## src/rtl/pixel_burst_arbiter_pkg.sv

```systemverilog
// Shared definitions for the pixel burst arbiter: header word layout,
// FSM state encoding and the header-building helper.
package pixel_burst_arbiter_pkg;

   localparam logic [7:0] HDR_MAGIC     = 8'hA5;
   localparam int         HDR_WIDTH     = 48;
   localparam int         HDR_MAGIC_LSB = 40;
   localparam int         HDR_MAGIC_W   = 8;
   localparam int         HDR_SRC_LSB   = 36;
   localparam int         HDR_SRC_W     = 4;
   localparam int         HDR_SEQ_LSB   = 20;
   localparam int         HDR_SEQ_W     = 16;

   typedef enum logic [1:0] {
      ST_IDLE   = 2'd0,
      ST_HEADER = 2'd1,
      ST_DATA   = 2'd2
   } arb_state_t;

   // Header: magic in the top byte, source id, per-source sequence number,
   // low 20 bits left zero for future use by the link layer.
   function automatic logic [HDR_WIDTH-1:0] make_header(input logic [HDR_SRC_W-1:0] src,
                                                        input logic [HDR_SEQ_W-1:0] seq);
      logic [HDR_WIDTH-1:0] h;
      h = '0;
      h[HDR_MAGIC_LSB +: HDR_MAGIC_W] = HDR_MAGIC;
      h[HDR_SRC_LSB   +: HDR_SRC_W]   = src;
      h[HDR_SEQ_LSB   +: HDR_SEQ_W]   = seq;
      return h;
   endfunction

endpackage

```

## src/rtl/pixel_burst_arbiter_rr_pick.sv

```systemverilog
// Combinational round-robin search: starting just after last_grant and
// wrapping, return the first source whose valid bit is set.
module rr_pick
   import pixel_burst_arbiter_pkg::*;
#(
   parameter int NUM_SRC = 4
) (
   input  logic [NUM_SRC-1:0] valid,
   input  logic [3:0]         last_grant,
   output logic [3:0]         next_idx,
   output logic               any_valid
);

   logic [15:0] valid_ext;
   logic [4:0]  cand;

   assign valid_ext = 16'(valid);

   // Walk candidates from farthest to nearest so the nearest valid source
   // after last_grant is the one that sticks.
   always_comb begin
      next_idx  = '0;
      any_valid = 1'b0;
      cand      = '0;
      for (int k = NUM_SRC; k >= 1; k--) begin
         cand = {1'b0, last_grant} + 5'(k);
         if (cand >= 5'(NUM_SRC)) begin
            cand = cand - 5'(NUM_SRC);
         end
         if (valid_ext[cand[3:0]]) begin
            next_idx  = cand[3:0];
            any_valid = 1'b1;
         end
      end
   end

endmodule

```

## src/rtl/pixel_burst_arbiter.sv

```systemverilog
// Round-robin merge of several pixel AXI-stream sources into the single push
// port of the shared TX FIFO. Each grant emits a header word followed by up
// to BURST_LEN data beats; a full FIFO stalls everything.
module pixel_burst_arbiter
   import pixel_burst_arbiter_pkg::*;
#(
   parameter int DATA_WIDTH = 48,
   parameter int NUM_SRC    = 4,
   parameter int BURST_LEN  = 64
) (
   input  logic                          aclk,
   input  logic                          aresetn,
   input  logic                          enable,
   input  logic [NUM_SRC*DATA_WIDTH-1:0] s_tdata,
   input  logic [NUM_SRC-1:0]            s_tvalid,
   input  logic [NUM_SRC-1:0]            s_tlast,
   output logic [NUM_SRC-1:0]            s_tready,
   output logic [DATA_WIDTH-1:0]         data_to_fifo,
   output logic                          fifo_push,
   input  logic                          fifo_full,
   output logic [3:0]                    grant_id,
   output logic                          busy,
   output logic                          burst_done,
   output logic [31:0]                   burst_count
);

   localparam int CNT_W = (BURST_LEN > 2) ? $clog2(BURST_LEN) : 1;

   arb_state_t            state;
   logic [3:0]            last_grant;
   logic [15:0]           seq [NUM_SRC];
   logic [CNT_W-1:0]      beat_cnt;
   logic [3:0]            next_idx;
   logic                  any_valid;
   logic [DATA_WIDTH-1:0] sel_data;
   logic                  sel_valid;
   logic                  sel_last;
   logic [15:0]           sel_seq;
   logic [DATA_WIDTH-1:0] hdr_word;
   logic                  accept;
   logic                  last_beat;

   rr_pick #(
      .NUM_SRC(NUM_SRC)
   ) u_rr_pick (
      .valid     (s_tvalid),
      .last_grant(last_grant),
      .next_idx  (next_idx),
      .any_valid (any_valid)
   );

   // Route the granted source's stream signals and sequence number.
   always_comb begin
      sel_data  = '0;
      sel_valid = 1'b0;
      sel_last  = 1'b0;
      sel_seq   = '0;
      for (int i = 0; i < NUM_SRC; i++) begin
         if (grant_id == 4'(i)) begin
            sel_data  = s_tdata[i*DATA_WIDTH +: DATA_WIDTH];
            sel_valid = s_tvalid[i];
            sel_last  = s_tlast[i];
            sel_seq   = seq[i];
         end
      end
   end

   // Only the granted source sees ready, and only while the FIFO has room.
   always_comb begin
      s_tready = '0;
      for (int i = 0; i < NUM_SRC; i++) begin
         s_tready[i] = (state == ST_DATA) && (grant_id == 4'(i)) && !fifo_full;
      end
   end

   assign accept    = (state == ST_DATA) && sel_valid && !fifo_full;
   assign last_beat = sel_last || (beat_cnt == CNT_W'(BURST_LEN - 1));
   assign hdr_word  = DATA_WIDTH'(make_header(grant_id, sel_seq));
   assign busy      = (state != ST_IDLE);

   // Burst FSM with registered FIFO push, sequence and burst bookkeeping.
   always_ff @(posedge aclk) begin
      if (!aresetn) begin
         state        <= ST_IDLE;
         grant_id     <= '0;
         last_grant   <= 4'(NUM_SRC - 1);
         beat_cnt     <= '0;
         data_to_fifo <= '0;
         fifo_push    <= 1'b0;
         burst_done   <= 1'b0;
         burst_count  <= '0;
         for (int i = 0; i < NUM_SRC; i++) begin
            seq[i] <= '0;
         end
      end else begin
         fifo_push  <= 1'b0;
         burst_done <= 1'b0;
         case (state)
            ST_IDLE: begin
               if (enable && any_valid) begin
                  grant_id <= next_idx;
                  state    <= ST_HEADER;
               end
            end
            ST_HEADER: begin
               if (!fifo_full) begin
                  data_to_fifo <= hdr_word;
                  fifo_push    <= 1'b1;
                  beat_cnt     <= '0;
                  state        <= ST_DATA;
               end
            end
            ST_DATA: begin
               if (accept) begin
                  data_to_fifo <= sel_data;
                  fifo_push    <= 1'b1;
                  if (last_beat) begin
                     for (int i = 0; i < NUM_SRC; i++) begin
                        if (grant_id == 4'(i)) begin
                           seq[i] <= seq[i] + 16'd1;
                        end
                     end
                     burst_count <= burst_count + 32'd1;
                     burst_done  <= 1'b1;
                     last_grant  <= grant_id;
                     state       <= ST_IDLE;
                  end else begin
                     beat_cnt <= beat_cnt + CNT_W'(1);
                  end
               end
            end
            default: begin
               state <= ST_IDLE;
            end
         endcase
      end
   end

endmodule

```

## config.mk

```make
export PLATFORM = sky130hd
export DESIGN_NAME = pixel_burst_arbiter
export DESIGN_NICKNAME = d
export VERILOG_FILES = /design/src/rtl/pixel_burst_arbiter_pkg.sv /design/src/rtl/pixel_burst_arbiter_rr_pick.sv /design/src/rtl/pixel_burst_arbiter.sv
export SDC_FILE = /design/constraint.sdc
export NUM_CORES = 1
export LEC_CHECK = 0
export BUFFER_PORTS_ARGS = -buffer_cell sky130_fd_sc_hd__buf_2
export CORE_MARGIN = 1
export CORE_UTILIZATION = 55
export DETAILED_ROUTE_END_ITERATION = 16
export PLACE_DENSITY = 0.84
export REMOVE_ABC_BUFFERS = 1
export SLEW_MARGIN = 30
export SYNTH_ARGS = -nofsm -noshare
export SYNTH_HDL_FRONTEND = slang
export SYNTH_SLANG_ARGS = --single-unit
```

## constraint.sdc

```tcl
create_clock -name aclk -period 6.1 [get_ports aclk]
set_clock_uncertainty 0.05 [all_clocks]
set_input_delay 1.525 -clock aclk [delete_from_list [all_inputs] [get_ports aclk]]
set_output_delay 1.525 -clock aclk [all_outputs]
set_load 0.05 [all_outputs]
```

# After elaboration in Yosys (flattened, before gate mapping)
# Memory sizes are Yosys's and may differ from the RTL's.
# Index checks and enable logic that the tools add are counted.
# totals
register_bits	98
ram_bits	64
input_bits	204
output_inout_bits	91
n_memories	1
# mem_list
memory	depth	word_bits	read_ports	rd_clocked_by_memory_dff	write_ports	line	rtl
seq	4	16	4	0	4	pixel_burst_arbiter.sv:31	logic [15:0] seq [NUM_SRC];
# classes
n_addsub	14
magnitude_cmp	8
eq_ne	11
n_mux	81
n_bitwise	4
n_reduce_logical	23
# op_table
cell	n
two-way mux 48 bit	6
two-way mux 16 bit	8
case mux 48 bit (2 select lines)	1
adder 16 x 1 -> 16 bit, second input constant	4
two-way mux 1 bit	44
adder 32 x 1 -> 32 bit, second input constant	1
two-way mux 4 bit	8
greater-or-equal comparator 5 x 3 -> 1 bit, second input constant	4
< comparator 4 x 5 -> 1 bit, second input constant	4
two-way mux 6 bit	3
binary-select mux 1 bit (select 4 bit)	4
subtractor 4 x 3 -> 4 bit, second input constant	4
case mux 6 bit (2 select lines)	1
logical AND 1 bit	11
adder 4 x 2 -> 5 bit, second input constant	2
inequality test 2 bit, second input constant	5
AND reduction 3 bit	3
equality test 4 x 2 -> 1 bit, second input constant	2
two-way mux 2 bit	4
AND reduction 4 bit	2
adder 6 x 1 -> 6 bit, second input constant	1
equality test 6 bit, second input constant	1
case mux 2 bit (3 select lines)	1
adder 4 x 1 -> 5 bit, second input constant	1
12 further kinds	16

# Depth between registers and ports, before layout
# logic_depth
ltp_word	12
ltp_mapped	11

# Cells and area by module
# From an unflattened synthesis, not the netlist that was laid out.
# hier_totals
hier_cells	1048
hier_area_um2	9610.5
# by_module_without_submodules
mod	instances	cells_per_inst	area_each_um2	seq_area_each_um2
pixel_burst_arbiter	1	974	8977.4	3883.7
rr_pick	1	74	633.1	0.0

# Least setup slack after synthesis
# Ideal clock, no wire load.
# synth_path
path_type	in2out
startpoint	input port fifo_full
endpoint	output port s_tready[0]
t_arrival_ps	3229
path_slack_ps	1296
stages	2
path_cell_list	nand2b_1 > nor4_1
# synth_via
elab_chain_cells	2
# synth_lines
item	line	rtl
from (decl)	pixel_burst_arbiter.sv:20	input logic fifo_full,
logical NOT 1 bit	-	
logical AND 1 bit	pixel_burst_arbiter.sv:72	s_tready[i] = (state == ST_DATA) && (grant_id == 4'(i)) && !fifo_full;
to (decl)	pixel_burst_arbiter.sv:17	output logic [NUM_SRC-1:0] s_tready,
# No other way between the ends.

# Worst setup path after layout
# layout_path
startpoint	register grant_id[2]
endpoint	output port s_tready[3]
# layout_via
elab_chain_cells	3
# layout_lines
item	line	rtl
from (decl)	pixel_burst_arbiter.sv:21	output logic [3:0] grant_id,
from (signal assigned)	pixel_burst_arbiter.sv:101	grant_id <= next_idx;
equality test 4 x 2 -> 1 bit	pixel_burst_arbiter.sv:72	
logical AND 1 bit (2 in a row)	pixel_burst_arbiter.sv:72	
# No other way between the ends.

==> results.yml <==
outcome:
  status: "finished clean"
synth:
  avgSynthCellArea_sq_um: 9.528
  synth-seq-cells: 162
  ys_warn_count: 0
  synth_async_sr_flop_share: 0
  synthCells: 1034
  ys_types: 58
  synth_edf_count: 64
  synth_flop_cell: "dfxtp_1"
  netlist_area_sq_um: 9852
  seq_area_frac_synth: 0.3942
power:
  irDropWorstVdd_v: 0.0002674
  power_density_nw_per_um2: 288.4
  power_mw: 3.474
  p_leak_nw: 4.960
worst_hold_path:
  hold_path_depth: 2
  hold_path_class: "reg2reg"
  hold_path_end: "data_to_fifo[17]"
  min-delay-start: "data_to_fifo[17]"
sta:
  hold_slack_ns: 0.4189
  fin_tns_setup_ns: 0
  hold_viol_final: 0
  slew_headroom: 0.2946
  drv_slew: 0
  finalSetupViolations: 0
  max_freq_ghz: 0.2338
  worstMarginPinSlew_ns: 1.054
  rsz0062_at_grt: "no"
  fin_ws_ns: 1.822
  fin_crit_ns: 4.278
  fin_crit_sh: 0.7013
floorplan:
  start_util: 0.5657
  fp-row-count: 48
  boundaryPins: 295
  dieHeight_um: 135.8
  dieWidth_um: 135.8
  coreArea_sq_um: 17420
  dieArea_sq_um: 18450
clock_network:
  cts_setup_buffers: 0
  clkLatencyLatePin_ns: 0.43
  postCtsHoldBufs: 0
  cts_sinks: 162
  ctsResizeCount: 0
  cts_tree: "done"
  root_buffer: "clkbuf_16"
  clk_path_buf_depth: 2
  htreeDepth: 4
  cts_buffers: 17
  path_clk_slew_ns: 0.06
setup_path:
  crit_arrival_ns: 2.70
  cp-start-kind: "register"
  r2r_cells: 8
  cp.required_ns: 4.53
  r2r_slack_ns: 2.40
  rr_endpoint: "burst_count[31]"
  path_class: "reg2out"
  end_kind: "output port"
  regToRegStartpoint: "grant_id[1]"
  path_max_fanout: 26
global_routing:
  grt.overflow.total: 0
  grt_max_degree: 96
  grt_pass1_wl_mm: 44.55
  antenna_found_initial: 1
  track_usage: 0.3148
  grt_pass1_vias: 8558
detailed_routing:
  drc: 0
  dr.pass1.iters: 5
  avgViaCountPerCell: 6.029
  drt_iter0_drc: 679
  wl_mm: 29.31
  post_drt_wl_per_cell_um: 19.17
  via_count: 9219
  ant_nets: 0
cells_and_area:
  fillers: 1359
  syn_to_final_growth_pct: 22.30
  fin_util: 0.6918
  layout-drive-gt1-share: 0.2947
  final_nets: 1518
  mostFrequentLayoutCells: "buf_2 (294), nor2_1 (107), dfxtp_1 (96)"
  final_common_cell: "buf_2"
  final_cells: 1529
  final_cell_area_sq_um: 12050
place:
  port_buffers: 294
  pre_cts_ws_ns: 2.076
  routabilityCongestion: 0.9497
  placed_cell_area_sq_um: 11430
  dp.cells: 1496
  hpwl_mm: 21.06
run:
  cap_viol_max_count: 0
==> worst max-delay path by stage <==
| stage | start | end | slack (ns) | cells after the start |
|---|---|---|---|---|
| floorplan | grant_id[0] | s_tready[3] | -0.43 | 2 |
| global placement | fifo_full | s_tready[0] | 2.08 | 4 |
| detailed placement | fifo_full | s_tready[0] | 2.08 | 4 |
| CTS | grant_id[2] | s_tready[3] | 1.86 | 6 |
| global route | grant_id[2] | s_tready[3] | 1.69 | 6 |
| finish | grant_id[2] | s_tready[3] | 1.82 | 6 |
==> logic make-up (layout without fill, tap and decap cells) <==
logic type / Yosys count / after routing / share of synthesized area
simple gates: 416 / 416 / 0.2141
compound gates: 183 / 183 / 0.1349
flops: 162 / 162 / 0.3942
xor+xnor: 92 / 92 / 0.08179
buf+inv: 88 / 357 / 0.03645
mux: 69 / 69 / 0.1081
fa+ha+maj: 24 / 24 / 0.03048
other cells: 0 / 1 / 0
==> sequential cells by signal, indices dropped and copies added, names as in the netlist <==
register / flops
state: 2
burst_done: 1
fifo_push: 1
burst_count: 32
grant_id: 4
seq: 64
beat_cnt: 6
last_grant: 4
data_to_fifo: 48
==> cell usage after synthesis, types with 3 or more instances <==
library cell | number | area (sq um)
edfxtp_1 | 64 | 1922
nor3b_1 | 16 | 120.1
nand2b_1 | 5 | 31.28
nand4_1 | 14 | 87.58
nor3_1 | 17 | 85.08
a211oi_1 | 21 | 157.7
o21a_1 | 3 | 22.52
nand2_1 | 81 | 304.0
dfxtp_1 | 98 | 1962
buf_4 | 3 | 22.52
o211ai_1 | 8 | 60.06
a21oi_1 | 40 | 200.2
buf_2 | 14 | 70.07
o2111ai_1 | 4 | 35.03
nor2_1 | 108 | 405.4
xor2_1 | 48 | 420.4
a2111oi_0 | 11 | 96.34
clkbuf_1 | 48 | 180.2
a221oi_1 | 24 | 210.2
a21boi_0 | 11 | 82.58
ha_1 | 24 | 300.3
inv_1 | 21 | 78.83
and3_1 | 29 | 181.4
nand3_1 | 50 | 250.2
o22ai_1 | 9 | 56.30
and4_1 | 4 | 35.03
nor2b_1 | 49 | 306.5
o211a_1 | 10 | 100.1
a41oi_1 | 3 | 26.28
mux2_2 | 9 | 101.4
o21ai_0 | 21 | 105.1
xnor2_1 | 44 | 385.4
mux2i_1 | 31 | 310.3
mux4_2 | 29 | 653.1
and2_1 | 33 | 206.5
==> cell type report <==
cell class              instances  area, sq um  share of cell area
clock inverters                 9        123.9             0.01028
repair buffers                304         1550              0.1287
diodes                          1        2.502           0.0002077
inverters                      21        78.83            0.006542
clock buffers                  23        490.5             0.04071
well taps                     225        281.5             0.02336
flip-flops and latches        162         3891              0.3229
multi-input cells             784         5630              0.4673
==> metal layers <==
metal  vias up  routed length, um  track usage
li1       4277                  -            -
met1      4443              12020       0.4042
met2       432              14300       0.5266
met3        67               2107      0.04549
met4         0                884       0.1373
met5         -                  0            0
==> where the power goes <==
group	switching, mW	internal (mW)	total [mW]
clock	0.437	0.692	1.13
combinational	0.677	0.367	1.04
sequential	0.102	1.20	1.30
total	1.22	2.26	3.47
==> worst max-delay path, cell delays in order, from the launching register on <==
cell     delay [ns]
dfxtp_1        0.36
nor2_1         0.48
and2_1         0.21
buf_4          0.30
nand2_1        0.41
nor2_1         0.23
buf_2          0.28
Note: power is estimated with default switching activity, not from simulation.
